File: src/rtl/auto_opponent_pkg.sv
// auto_opponent_pkg
// Shared definitions for the tug-of-war auto opponent.
// This package provides:
//   - the opponent state encoding (opp_state_t);
//   - the default widths and the press length;
//   - a helper that sizes the press-hold counter.
package auto_opponent_pkg;

  localparam int REACT_W_DEF      = 8;
  localparam int JIT_W_DEF        = 4;
  localparam int PRESS_CYCLES_DEF = 8;
  localparam int CNT_W_DEF        = 9;
  localparam int COUNT_W          = 8;

  typedef enum logic [1:0] {
    IDLE     = 2'd0,
    DELAY    = 2'd1,
    PRESS    = 2'd2,
    WAIT_CLR = 2'd3
  } opp_state_t;

  // Width of a down-counter that must hold values 0 .. cycles-1.
  function automatic int hold_width(input int cycles);
    return (cycles > 1) ? $clog2(cycles) : 1;
  endfunction

endpackage

File: src/rtl/auto_opponent_if.sv
// auto_opponent_if
// Bundles the signals exchanged between the game side and the opponent.
//
// Signals driven by the game side (master):
//   enable, slowen, rand_bit, leds_on, clear, reaction
//
// Signals driven by the opponent (slave):
//   pb_out, fired, press_count
//
// rand_bit carries the serial LFSR bit. The name avoids the reserved word "rand".
interface auto_opponent_if
  import auto_opponent_pkg::*;
#(
  parameter int REACT_W = REACT_W_DEF
);

  logic               enable;
  logic               slowen;
  logic               rand_bit;
  logic               leds_on;
  logic               clear;
  logic [REACT_W-1:0] reaction;
  logic               pb_out;
  logic               fired;
  logic [COUNT_W-1:0] press_count;

  modport master (
    output enable, slowen, rand_bit, leds_on, clear, reaction,
    input  pb_out, fired, press_count
  );

  modport slave (
    input  enable, slowen, rand_bit, leds_on, clear, reaction,
    output pb_out, fired, press_count
  );

endinterface

File: src/rtl/auto_opponent_jitter.sv
// opp_jitter
// JIT_W-bit shift register with serial input and parallel output.
// It shifts rand_bit in at the LSB on every clk cycle.
// The parallel value supplies the random part of the reaction delay.
// JIT_W must be at least 2.
//
// Ports:
//   clk, rst  - clock; async active-high reset (clears the register)
//   rand_bit  - serial pseudo-random input
//   jitter    - current register contents
module opp_jitter #(
  parameter int JIT_W = 4
) (
  input  logic             clk,
  input  logic             rst,
  input  logic             rand_bit,
  output logic [JIT_W-1:0] jitter
);

  always_ff @(posedge clk or posedge rst) begin
    if (rst) jitter <= '0;
    else     jitter <= {jitter[JIT_W-2:0], rand_bit};
  end

endmodule

File: src/rtl/auto_opponent.sv
// auto_opponent
// Computer-controlled second player for the tug-of-war game.
// When a round starts (a rising edge on leds_on), it waits (reaction + jitter + 1)
// slowen ticks. It then holds pb_out high for PRESS_CYCLES clk cycles.
//
// Ports:
//   clk, rst  - system clock; async active-high reset
//   bus       - auto_opponent_if.slave, carrying:
//                 inputs:  enable, slowen, rand_bit, leds_on, clear, reaction
//                 outputs: pb_out (registered), fired (one-cycle pulse when pb_out rises),
//                          press_count (saturating count of presses)
//
// state    | meaning
// ---------+-------------------------------------------------------------
// IDLE     | waiting for a leds_on rise while enabled
// DELAY    | counting slowen ticks down from reaction + jitter
// PRESS    | pb_out held high for PRESS_CYCLES clk cycles
// WAIT_CLR | press done; waiting for the controller's clear
module auto_opponent
  import auto_opponent_pkg::*;
#(
  parameter int REACT_W      = REACT_W_DEF,
  parameter int JIT_W        = JIT_W_DEF,
  parameter int PRESS_CYCLES = PRESS_CYCLES_DEF,
  parameter int CNT_W        = CNT_W_DEF
) (
  input  logic             clk,
  input  logic             rst,
  auto_opponent_if.slave   bus
);

  localparam int               HOLD_W    = hold_width(PRESS_CYCLES);
  localparam logic [HOLD_W-1:0] HOLD_LOAD = HOLD_W'(PRESS_CYCLES - 1);

  opp_state_t         state_q, state_d;
  logic [CNT_W-1:0]   cnt_q, cnt_d;
  logic [HOLD_W-1:0]  hold_q, hold_d;
  logic               pb_q, pb_d;
  logic               fired_q, fired_d;
  logic [COUNT_W-1:0] count_q, count_d;
  logic               leds_on_d;
  logic [JIT_W-1:0]   jitter;
  logic               rise;

  opp_jitter #(.JIT_W(JIT_W)) u_jitter (
    .clk      (clk),
    .rst      (rst),
    .rand_bit (bus.rand_bit),
    .jitter   (jitter)
  );

  assign rise = bus.leds_on & ~leds_on_d;

  always_ff @(posedge clk or posedge rst) begin
    if (rst) begin
      state_q   <= IDLE;
      cnt_q     <= '0;
      hold_q    <= '0;
      pb_q      <= 1'b0;
      fired_q   <= 1'b0;
      count_q   <= '0;
      leds_on_d <= 1'b0;
    end else begin
      state_q   <= state_d;
      cnt_q     <= cnt_d;
      hold_q    <= hold_d;
      pb_q      <= pb_d;
      fired_q   <= fired_d;
      count_q   <= count_d;
      leds_on_d <= bus.leds_on;
    end
  end

  always_comb begin
    state_d = state_q;
    cnt_d   = cnt_q;
    hold_d  = hold_q;
    pb_d    = pb_q;
    fired_d = 1'b0;
    count_d = count_q;

    if (!bus.enable) begin
      state_d = IDLE;
      pb_d    = 1'b0;
    end else if (bus.clear && (state_q == DELAY || state_q == PRESS)) begin
      // The human already ended the round; any press in progress is cut short.
      state_d = IDLE;
      pb_d    = 1'b0;
    end else begin
      case (state_q)
        IDLE: begin
          pb_d = 1'b0;
          // A rise always wins over a coincident slowen tick; that tick is not counted.
          if (rise) begin
            cnt_d   = CNT_W'(bus.reaction) + CNT_W'(jitter);
            state_d = DELAY;
          end
        end
        DELAY: begin
          if (bus.slowen) begin
            if (cnt_q == '0) begin
              state_d = PRESS;
              pb_d    = 1'b1;
              fired_d = 1'b1;
              hold_d  = HOLD_LOAD;
              if (count_q != '1) count_d = count_q + COUNT_W'(1);
            end else begin
              cnt_d = cnt_q - CNT_W'(1);
            end
          end
        end
        PRESS: begin
          if (hold_q == '0) begin
            pb_d    = 1'b0;
            state_d = WAIT_CLR;
          end else begin
            hold_d = hold_q - HOLD_W'(1);
          end
        end
        WAIT_CLR: begin
          pb_d = 1'b0;
          if (bus.clear) state_d = IDLE;
        end
        default: state_d = IDLE;
      endcase
    end
  end

  assign bus.pb_out      = pb_q;
  assign bus.fired       = fired_q;
  assign bus.press_count = count_q;

endmodule

File: src/flat_wrapper.sv
// flat-port wrapper written by rule: the top's interface ports become plain ports
module auto_opponent_flat import auto_opponent_pkg::*;
#(
  parameter int REACT_W      = REACT_W_DEF,
  parameter int JIT_W        = JIT_W_DEF,
  parameter int PRESS_CYCLES = PRESS_CYCLES_DEF,
  parameter int CNT_W        = CNT_W_DEF
)
  (clk, rst, bus_enable, bus_slowen, bus_rand_bit, bus_leds_on, bus_clear, bus_reaction, bus_pb_out, bus_fired, bus_press_count);
  auto_opponent_if #(.REACT_W(REACT_W)) bus_i ();
  input  logic clk;
  input  logic rst;
  input wire logic [$bits(bus_i.enable)-1:0] bus_enable;
  input wire logic [$bits(bus_i.slowen)-1:0] bus_slowen;
  input wire logic [$bits(bus_i.rand_bit)-1:0] bus_rand_bit;
  input wire logic [$bits(bus_i.leds_on)-1:0] bus_leds_on;
  input wire logic [$bits(bus_i.clear)-1:0] bus_clear;
  input wire logic [$bits(bus_i.reaction)-1:0] bus_reaction;
  output wire logic [$bits(bus_i.pb_out)-1:0] bus_pb_out;
  output wire logic [$bits(bus_i.fired)-1:0] bus_fired;
  output wire logic [$bits(bus_i.press_count)-1:0] bus_press_count;
  assign bus_i.enable = bus_enable;
  assign bus_i.slowen = bus_slowen;
  assign bus_i.rand_bit = bus_rand_bit;
  assign bus_i.leds_on = bus_leds_on;
  assign bus_i.clear = bus_clear;
  assign bus_i.reaction = bus_reaction;
  assign bus_pb_out = bus_i.pb_out;
  assign bus_fired = bus_i.fired;
  assign bus_press_count = bus_i.press_count;
  auto_opponent #(.REACT_W(REACT_W), .JIT_W(JIT_W), .PRESS_CYCLES(PRESS_CYCLES), .CNT_W(CNT_W)) u_core (.clk(clk), .rst(rst), .bus(bus_i));
endmodule
File: config.mk
export PLATFORM = sky130hd
export DESIGN_NAME = auto_opponent_flat
export DESIGN_NICKNAME = d
export VERILOG_FILES = /design/src/rtl/auto_opponent_pkg.sv /design/src/rtl/auto_opponent_if.sv /design/src/rtl/auto_opponent_jitter.sv /design/src/rtl/auto_opponent.sv /design/src/flat_wrapper.sv
export SDC_FILE = /design/constraint.sdc
export NUM_CORES = 1
export LEC_CHECK = 0
export BUFFER_PORTS_ARGS = -buffer_cell sky130_fd_sc_hd__buf_2
export CAP_MARGIN = 20
export CORE_UTILIZATION = 60
export DETAILED_ROUTE_END_ITERATION = 12
export PLACE_DENSITY = 0.83
export SETUP_SLACK_MARGIN = 0.3
export SKIP_LAST_GASP = 1
export SYNTH_ARGS = -nofsm -noshare
export SYNTH_HDL_FRONTEND = slang
export SYNTH_SLANG_ARGS = --single-unit
File: constraint.sdc
create_clock -name clk -period 4.59 [get_ports clk]
set_input_delay 1.377 -clock clk [delete_from_list [all_inputs] [get_ports clk]]
set_output_delay 1.377 -clock clk [all_outputs]
set_load 0.02 [all_outputs]
==> impl_metrics.yaml, run 1 <==
status:
  outcome: "finished with violations"
  failed_checks: "design-rule violations"
yosys:
  yosys_most_used_dff: "sky130_fd_sc_hd__dfrtp_1"
  synth_top_cell_by_area: "sky130_fd_sc_hd__dfrtp_1"
  ys_top_cells_by_count: "sky130_fd_sc_hd__dfrtp_1 (29), sky130_fd_sc_hd__inv_1 (16), sky130_fd_sc_hd__nand2_1 (15)"
  ys_warn_count: 0
  post_synth_xor_area_fraction_pct: 4.22
  seq_area_frac_synth_pct: 38.8
  synth_area_per_cell_um2: 9.74
  mappedNetlistArea_um2: 1870
  synth-async-reset-ratio_pct: 100
  ys_seq_elements: 29
  main_combinational_cell_family_by_area_after_synthesis: "compound AO/OA/AOI/OAI gates"
  synth_largest_type_area_fraction_pct: 38.8
  synthCells: 192
  post_synth_main_area_contributors: "sky130_fd_sc_hd__dfrtp_1 (39%), sky130_fd_sc_hd__ha_1 (9.4%), sky130_fd_sc_hd__xnor2_1 (3.7%), sky130_fd_sc_hd__o21ai_0 (3.2%), sky130_fd_sc_hd__inv_1 (3.2%)"
  synth_compound_area_share_pct: 20.4
  synth_enable_flop_cells: 0
  synthAdderAreaFrac_pct: 10.4
  dominant_cell_by_count_in_the_synthesized_netlist: "sky130_fd_sc_hd__dfrtp_1"
  post_synth_num_cell_types: 51
  post_synth_and_or_nand_nor_area_fraction_pct: 18.6
  synth_nets: 222
  muxShareOfSynthArea_pct: 3.41
clock_network:
  max_h_tree_level: 2
  tritoncts: "built"
  clk_latency_ns: 0.34
  ctsHoldBuffers: 0
  clockRootBuffer: "sky130_fd_sc_hd__clkbuf_4"
  clock_sink_count: 29
  cts_repair_resized_insts: 0
  cts_made_buffers: 5
  cts_setup_buffers: 0
  clk_pin_slew_ns: 0.10
  clock_tree.buffer_depth: 2
timing:
  period_needed_ns: 3.06
  fin_hold_ws_ns: 0.375
  finClkSkew_ns: 0.00957
  final_max_slew_violation_count: 0
  period_share_pct: 66.7
  rsz0062_at_grt: "no"
  hold_violations: 0
  worst_rel_slew_slack_pct: 48.7
  achievable-frequency_mhz: 327
  setup-tns-final_ns: 0
  tightestPinTransition_ns: 0.769
  setup_viol_count_final: 0
worst_setup_path:
  worstPathMaxFanout: 11
  worst-endpoint-arrival_ns: 3.29
  critical_path.reg2reg.endpoint: "u_core.cnt_q[0]"
  rrSetupSlack_ns: 1.69
  crit_path_top_delay_cell: "sky130_fd_sc_hd__a21oi_1"
  cp_data_required_time_ns: 4.81
  crit_path_cell_trace: "buf_2, a21boi_0, o211ai_1, a21oi_1, nor2_1, a311o_1"
  critical-path-max-stage-delay_ns: 0.66
  cp-start-kind: "input pin"
  setup.worst_path.class: "input pin to flip-flop"
  timing.rr.start: "u_core.state_q[1]"
  endpoint: "u_core.cnt_q[0]"
  endpoint_kind: "flip-flop"
  worst_r2r_path_depth: 7
  timing.critical_path.from: "bus_enable"
layout:
  fillers: 213
  finish.net_count: 250
  multiInputGateArea_um2: 1070
  drive_above_1_share_pct: 19.0
  synthToLayoutAreaGrowth_pct: 13.7
  antennaDiodeCount: 0
  sequential_cell_area_um2: 726
routing:
  detail_route.wl_per_cell_um: 16.2
  postRouteAntennaNets: 0
  detail_route.drc_violations: 1
  initialDrtViolationCount: 118
  wirelength_mm: 4.07
  drt-pass1-iter-count: 8
  route.detailed.vias_per_inst: 6.33
  route.vias.total: 1596
global_routing:
  pin_count_of_the_biggest_net_entering_global_routing: 30
  number_of_antenna_violations_at_the_first_check_in_global_routing: 0
  gr-usage-all-layers_pct: 26.9
  overflow: 0
  first_global_vias: 1531
  first_pass_grt_wire_length_mm: 6.82
floorplanning:
  core.rowCount: 19
  top_level_ports: 25
  height_of_the_die_um: 57.8
  floorplan.die_area_um2: 3340
  placeableCoreArea_um2: 2850
  die-width_um: 57.8
  initial_core_utilization_pct: 65.5
place:
  gpl_wtd_cong: 0.812
  dp_hpwl_mm: 2.91
  port-buffer-count: 24
power:
  power_per_cell_area_nw_per_um2: 469
  vdd.ir_drop.worst_uv: 265
  power.leakage_nw: 1.01
run:
  drv.max_cap_violation_count: 0
worst_hold_path:
  min-delay-start: "u_core.u_jitter.jitter[2]"
  min_path_type: "flip-flop to flip-flop"
[power by group]
group          internal, mW  switching, mW  total, mW
clock network         0.130         0.0975      0.227
logic                 0.155          0.234      0.389
registers             0.309         0.0693      0.379
[cells by family (layout without fill, tap and decap cells)]
| family | count (synthesis) | after routing |
|---|---|---|
| mux | 6 | 6 |
| buf+inv | 20 | 49 |
| flops | 29 | 29 |
| xor+xnor | 9 | 9 |
| fa+ha+maj | 15 | 15 |
| compound gates | 52 | 52 |
| simple gates | 61 | 61 |
[cell usage in the layout (no fill, tap or decap), drive strengths merged, types with 2 or more instances in the layout]
cell / netlist / final
o32ai: 2 / 2
or3: 3 / 3
a21o: 2 / 2
nor2: 10 / 10
xnor2: 8 / 8
nor4b: 2 / 2
mux2i: 3 / 3
nor3: 7 / 7
dfrtp: 29 / 29
o211ai: 3 / 3
ha: 14 / 14
buf: 1 / 25
nand2b: 2 / 2
a311o: 2 / 2
and3: 4 / 4
inv: 16 / 16
o31ai: 2 / 2
a21oi: 10 / 10
nand3: 3 / 3
nand2: 15 / 15
o21ai: 12 / 12
a21boi: 3 / 3
nor2b: 3 / 3
nand4: 7 / 7
clkbuf: 3 / 7
a211o: 2 / 2
mux2: 3 / 3
o31a: 3 / 3
[worst min path at each step]
stage | slack (ns) | cells after the start | end
after floorplan | 0.36 | 0 | u_core.u_jitter.jitter[1]
after global placement | 0.36 | 0 | u_core.u_jitter.jitter[3]
after detailed placement | 0.37 | 0 | u_core.u_jitter.jitter[3]
after CTS | 0.39 | 0 | u_core.u_jitter.jitter[3]
after global routing | 0.40 | 0 | u_core.u_jitter.jitter[3]
final | 0.38 | 0 | u_core.u_jitter.jitter[3]
[layout make-up]
class | count | area share (%)
clock inverters | 1 | 1.41
repair buffers | 25 | 6.95
well taps | 31 | 1.83
multi-input cells | 143 | 50.2
flip-flops and latches | 29 | 34.2
clock buffers | 7 | 2.59
inverters | 16 | 2.83
[state kept, by name (all words and copies together), names as in the netlist]
register                count
u_core.u_jitter.jitter      4
u_core.cnt_q                9
u_core.hold_q               3
u_core.bus.fired            1
u_core.leds_on_d            1
u_core.bus.pb_out           1
u_core.bus.press_count      8
u_core.state_q              2
[per-layer routing]
layer / vias to the layer above / part of all wire (%) / GRT usage, %
met1: 766 / 45 / 34.6
met5: - / 0 / 0
met2: 57 / 47 / 42.2
met4: 0 / 3.0 / 12.9
met3: 17 / 5.4 / 7.37
li1: 756 / - / -
[critical path: cells and delay by family]
| kind | cells | cell delay (ns) |
|---|---|---|
| AO/OA/AOI/OAI | 4 | 1.68 |
| AND/OR/NAND/NOR | 1 | 0.10 |
| buffers and inverters | 1 | 0.12 |
[stage by stage]
step	util (%)	area, um2	std cells	power [mW]	worst slack, ns
floorplan	-	1870	192	0.664	1.76
global placement	70.5	2010	243	0.731	1.40
detailed placement	70.5	2010	243	0.754	1.23
CTS	73.5	2100	251	0.982	1.58
global route	74.5	2120	252	1.07	1.34
finish	74.5	2120	252	0.996	1.53
No activity file was read; power rests on OpenSTA's default activity.
==> run 2: changes to the inputs <==
CORE_UTILIZATION = 57   (was 60)
PLACE_DENSITY = 0.79   (was 0.83)
clock period = 2.9 ns   (was 4.59 ns; I/O delays follow)
==> run 2 against run 1 <==
  * The flow now finishes without violations
  * Core utilization fell by 5.1 points
  * First-iteration DRC count down 27%
  * Global-route usage down 0.056 points
  * Sequential share of layout area shrank 0.18 points
  * Critical path type is now flip-flop to flip-flop
  * Critical endpoint unchanged
  * Largest power group unchanged
  * Highest routed layer unchanged
==> impl_metrics.yaml, run 2 (synthesis results as in run 1) <==
status:
  outcome: "finished clean"
routing:
  wirelength_mm: 4.06
  detail_route.wl_per_cell_um: 15.1
  postRouteAntennaNets: 0
  detail_route.drc_violations: 0
  initialDrtViolationCount: 86
  route.detailed.vias_per_inst: 6.01
  drt-pass1-iter-count: 4
  route.vias.total: 1617
layout:
  most_common_cell_after_layout_fill_and_taps_aside: "sky130_fd_sc_hd__dfrtp_1"
  post_layout_util_pct: 69.4
  largest_register: "u_core.cnt_q"
  drive_above_1_share_pct: 20.9
  finish.net_count: 254
  largest_register_ffs: 9
  layout.cell_area.non_filler_um2: 2140
  synthToLayoutAreaGrowth_pct: 14.3
  most-common-layout-cells: "sky130_fd_sc_hd__dfrtp_1 (29), sky130_fd_sc_hd__buf_2 (24), sky130_fd_sc_hd__inv_1 (16), sky130_fd_sc_hd__nand2_1 (15), sky130_fd_sc_hd__ha_1 (14)"
  fin_cells: 269
  antennaDiodeCount: 0
timing:
  period_needed_ns: 2.35
  achievable-frequency_mhz: 425
  rsz0062_at_grt: "no"
  period_share_pct: 81.1
  fin_hold_ws_ns: 0.386
  finClkSkew_ns: 0.00961
  postLayoutSetupSlackWorst_ns: 0.547
  setup-tns-final_ns: 0
  tightestPinTransition_ns: 0.441
  worst_rel_slew_slack_pct: 70.2
  hold_violations: 0
  setup_viol_count_final: 0
  final_max_slew_violation_count: 0
floorplanning:
  height_of_the_die_um: 59.3
  floorplan.die_area_um2: 3510
  initial_core_utilization_pct: 60.7
  top_level_ports: 25
  die-width_um: 59.3
  core.rowCount: 20
  placeableCoreArea_um2: 3080
power:
  power.leakage_nw: 1.02
  power.total_mw: 1.51
  power_per_cell_area_nw_per_um2: 708
  vdd.ir_drop.worst_uv: 453
worst_setup_path:
  endpoint_kind: "flip-flop"
  cpLargestDelayFamily: "compound AO/OA/AOI/OAI gates"
  worstPathMaxFanout: 8
  worstPathBufferInverterCount: 2
  cp-start-kind: "flip-flop"
  worst-endpoint-arrival_ns: 2.56
  setup.worst_path.class: "flip-flop to flip-flop"
  critical_path.reg2reg.endpoint: "u_core.cnt_q[0]"
  worst_r2r_path_depth: 8
  rrSetupSlack_ns: 0.55
  timing.rr.start: "u_core.state_q[0]"
  endpoint: "u_core.cnt_q[0]"
  cp_data_required_time_ns: 3.11
  cp_num_cells: 8
  timing.critical_path.from: "u_core.state_q[0]"
  crit_path_top_delay_cell: "sky130_fd_sc_hd__dfrtp_1"
  crit_path_cell_trace: "inv_1, ha_1, a21boi_1, o211ai_1, a21oi_1, buf_4, nor2_1, a311o_1"
  critical-path-max-stage-delay_ns: 0.44
place:
  dp_worst_setup_slack_ns: 0.299
  post-place-cells: 261
  placed_area_um2: 2070
  port-buffer-count: 24
  gpl_wtd_cong: 0.952
  dp_hpwl_mm: 3.08
global_routing:
  first_global_vias: 1555
  gr-usage-all-layers_pct: 26.9
  overflow: 0
  number_of_antenna_violations_at_the_first_check_in_global_routing: 0
  pin_count_of_the_biggest_net_entering_global_routing: 30
  first_pass_grt_wire_length_mm: 6.93
clock_network:
  clk_latency_ns: 0.33
  clock_sink_count: 29
  cts_made_buffers: 5
  max_h_tree_level: 2
  tritoncts: "built"
  clk_pin_slew_ns: 0.09
  clock_tree.buffer_depth: 2
  clockRootBuffer: "sky130_fd_sc_hd__clkbuf_4"
worst_hold_path:
  min_path_type: "flip-flop to flip-flop"
run:
  drv.max_cap_violation_count: 0
[run 2: changes by cell type in the layout (fill, tap and decap cells not counted)]
cell,delta
sky130_fd_sc_hd__a21boi_0,-1
sky130_fd_sc_hd__buf_4,+5
sky130_fd_sc_hd__buf_16,-1
sky130_fd_sc_hd__clkbuf_8,+1
sky130_fd_sc_hd__bufinv_16,-1
sky130_fd_sc_hd__clkinv_2,+1
sky130_fd_sc_hd__a21boi_1,+1
sky130_fd_sc_hd__clkbuf_1,-1
[run 2: power by group]
part           total, mW  internal (mW)  switching [mW]
sequential         0.595          0.490           0.105
clock              0.284          0.140           0.144
combinational      0.634          0.265           0.369
[run 2: worst min path at each step]
stage,start,endpoint,slack [ns],cells after the start
finish,u_core.u_jitter.jitter[2],u_core.u_jitter.jitter[3],0.39,0
CTS,u_core.u_jitter.jitter[2],u_core.u_jitter.jitter[3],0.39,0
global placement,u_core.u_jitter.jitter[0],u_core.u_jitter.jitter[1],0.36,0
floorplan,u_core.u_jitter.jitter[0],u_core.u_jitter.jitter[1],0.36,0
global route,u_core.u_jitter.jitter[2],u_core.u_jitter.jitter[3],0.40,0
detailed placement,u_core.u_jitter.jitter[2],u_core.u_jitter.jitter[3],0.37,0
[run 2: worst register-to-register path, delay by kind of cell, from the launching register on]
family / cells / cell delay, ns
buf+inv: 2 / 0.30
compound gates: 4 / 1.09
flops: 1 / 0.44
simple gates: 1 / 0.04
fa+ha+maj: 1 / 0.36
[run 2: area by class of cell]
type	instances	area, um2
clock inverters	1	5.00
fillers	246	942
clock buffers	7	65.1
flip-flops and latches	29	726
well taps	44	55.1
inverters	16	60.1
multi-input cells	143	1070
repair buffers	29	158
[run 2: what timing repair did]
action                                  in CTS  in global routing
buffers inserted                             0                  0
gates resized for setup                      0                  1
endpoints found under the setup margin       0                  1
hold buffers                                 0                  0
endpoints found under the hold margin        0                  0
[run 2: routing by layer]
layer | wire, um | global-route usage, % | vias up | share of wire (%)
met5 | 0 | 0 | - | 0
met4 | 105 | 11.9 | 0 | 2.6
met3 | 158 | 7.64 | 15 | 3.9
met2 | 1960 | 42.7 | 44 | 48
met1 | 1840 | 33.9 | 787 | 45
li1 | - | - | 771 | -
==> run 3: changes to the inputs <==
clock period = 2.4 ns   (was 2.9 ns; I/O delays follow)
==> run 3 against run 2 <==
  * Power is 27% higher
  * Via count down 1.7%
  * Critical path type unchanged
  * Combinational power up 44%
  * Fmax rose by 17%
  * Register-to-register slack lost 0.16 ns
  * Clock skew shrank 0.0038 ns
  * Largest power group unchanged
  * Clock power is 5% higher
  * Die area did not move
  * Routed wire length grew 3.1%
  * Non-clock buffer count increased by 10
  * Sequential share of layout area fell by 1.6 points
  * Critical endpoint unchanged
  * Critical path depth shrank 1
  * Highest routed layer unchanged
==> impl_metrics.yaml, run 3 (synthesis results as in run 1) <==
clock_network:
  clock_tree.buffer_depth: 2
  clockRootBuffer: "sky130_fd_sc_hd__clkbuf_4"
  clock_sink_count: 29
  cts_made_buffers: 5
  max_h_tree_level: 2
  clk_latency_ns: 0.33
  tritoncts: "built"
  ctsHoldBuffers: 0
  clk_pin_slew_ns: 0.09
timing:
  achievable-frequency_mhz: 497
  worst_rel_slew_slack_pct: 69.3
  period_share_pct: 83.8
  hold_violations: 0
  final_max_slew_violation_count: 0
  postLayoutSetupSlackWorst_ns: 0.388
  tightestPinTransition_ns: 0.459
  finClkSkew_ns: 0.00584
  setup-tns-final_ns: 0
  period_needed_ns: 2.01
  fin_hold_ws_ns: 0.387
  rsz0062_at_grt: "yes"
  setup_viol_count_final: 0
place:
  dp_worst_setup_slack_ns: 0.114
  dp_hpwl_mm: 2.94
  placed_area_um2: 2090
  port-buffer-count: 24
  gpl_wtd_cong: 0.837
  post-place-cells: 263
power:
  net_switching_power_of_the_design_mw: 0.776
  power_per_cell_area_nw_per_um2: 860
  intPower_mw: 1.15
  comb_power_share_pct: 47.5
  pwr-share-seq_pct: 37.1
  power.switching_fraction_pct: 40.3
  power.total_mw: 1.92
  vdd.ir_drop.worst_uv: 517
  power.leakage_nw: 1.06
  clock_power_share_pct: 15.4
floorplanning:
  die-width_um: 59.3
  top_level_ports: 25
  placeableCoreArea_um2: 3080
  initial_core_utilization_pct: 60.7
  core.rowCount: 20
  height_of_the_die_um: 59.3
  floorplan.die_area_um2: 3510
layout:
  layout.cell_area.non_filler_um2: 2240
  drive_above_1_share_pct: 28.2
  synthToLayoutAreaGrowth_pct: 19.7
  fillers: 240
  sequential_cell_area_um2: 726
  finish.net_count: 264
  fin_cells: 278
  post_layout_util_pct: 72.7
  antennaDiodeCount: 0
  largest_register_ffs: 9
  most-common-layout-cells: "sky130_fd_sc_hd__dfrtp_1 (29), sky130_fd_sc_hd__buf_2 (24), sky130_fd_sc_hd__nand2_1 (15), sky130_fd_sc_hd__buf_4 (15), sky130_fd_sc_hd__inv_1 (12)"
  largest_register: "u_core.cnt_q"
  multiInputGateArea_um2: 1110
  most_common_cell_after_layout_fill_and_taps_aside: "sky130_fd_sc_hd__dfrtp_1"
worst_hold_path:
  min_path_type: "flip-flop to flip-flop"
global_routing:
  pin_count_of_the_biggest_net_entering_global_routing: 30
  number_of_antenna_violations_at_the_first_check_in_global_routing: 0
  first_pass_grt_wire_length_mm: 6.79
  overflow: 0
  first_global_vias: 1547
  gr-usage-all-layers_pct: 26.2
routing:
  postRouteAntennaNets: 0
  route.detailed.vias_per_inst: 5.72
  detail_route.drc_violations: 0
  route.vias.total: 1589
  detail_route.wl_per_cell_um: 15.1
  wirelength_mm: 4.19
  drt-pass1-iter-count: 4
  initialDrtViolationCount: 95
status:
  outcome: "finished clean"
worst_setup_path:
  cp_data_required_time_ns: 2.61
  worst-endpoint-arrival_ns: 2.22
  cp-start-kind: "flip-flop"
  endpoint_kind: "flip-flop"
  worstPathMaxFanout: 7
  setup.worst_path.class: "flip-flop to flip-flop"
  rrSetupSlack_ns: 0.39
run:
  drv.max_cap_violation_count: 0
run 3: power by group through the flow:
stage,Sequential (mW),Clock (mW),Combinational [mW]
floorplan,0.705,0,0.567
global placement,0.716,0,0.725
detailed placement,0.724,0,0.755
CTS,0.707,0.315,0.795
global route,0.728,0.331,1.01
finish,0.714,0.297,0.913
run 3: per-layer routing:
metal  part of all wire [%]  GRT usage (%)
met5                      0              0
met4                    1.3           9.86
met3                    3.7           5.90
met2                     50           45.6
met1                     45           31.5
run 3: final cells by class:
class                   instances  share of cell area, %
multi-input cells             143                   49.6
repair buffers                 39                   10.4
flip-flops and latches         29                   32.4
inverters                      16                   2.68
clock buffers                   7                   2.46
well taps                      44                   2.46
run 3: path summary, 6_finish.rpt:
check | start | end | cells after the start
max | u_core.state_q[1] | u_core.cnt_q[0] | 7
min | u_core.u_jitter.jitter[0] | u_core.u_jitter.jitter[1] | 0
max reg2reg | u_core.state_q[1] | u_core.cnt_q[0] | 7
min reg2reg | u_core.u_jitter.jitter[0] | u_core.u_jitter.jitter[1] | 0
max in group asynchronous | rst | u_core.cnt_q[7] | 3
min in group asynchronous | rst | u_core.bus.fired | 3
run 3: repair_timing:
action / in CTS / in global routing
gates resized for setup: 2 / 9
cloned: 0 / 0
pin swaps: 1 / 4
setup buffers: 4 / 4
endpoints found under the setup margin: 14 / 18
run 3: critical path, cell delays in order (launching register included):
cell	delay [ns]
sky130_fd_sc_hd__dfrtp_1	0.41
sky130_fd_sc_hd__inv_2	0.13
sky130_fd_sc_hd__ha_1	0.19
sky130_fd_sc_hd__mux2_2	0.33
sky130_fd_sc_hd__o211ai_1	0.23
sky130_fd_sc_hd__a21oi_2	0.09
sky130_fd_sc_hd__buf_4	0.18
sky130_fd_sc_hd__a311o_1	0.34
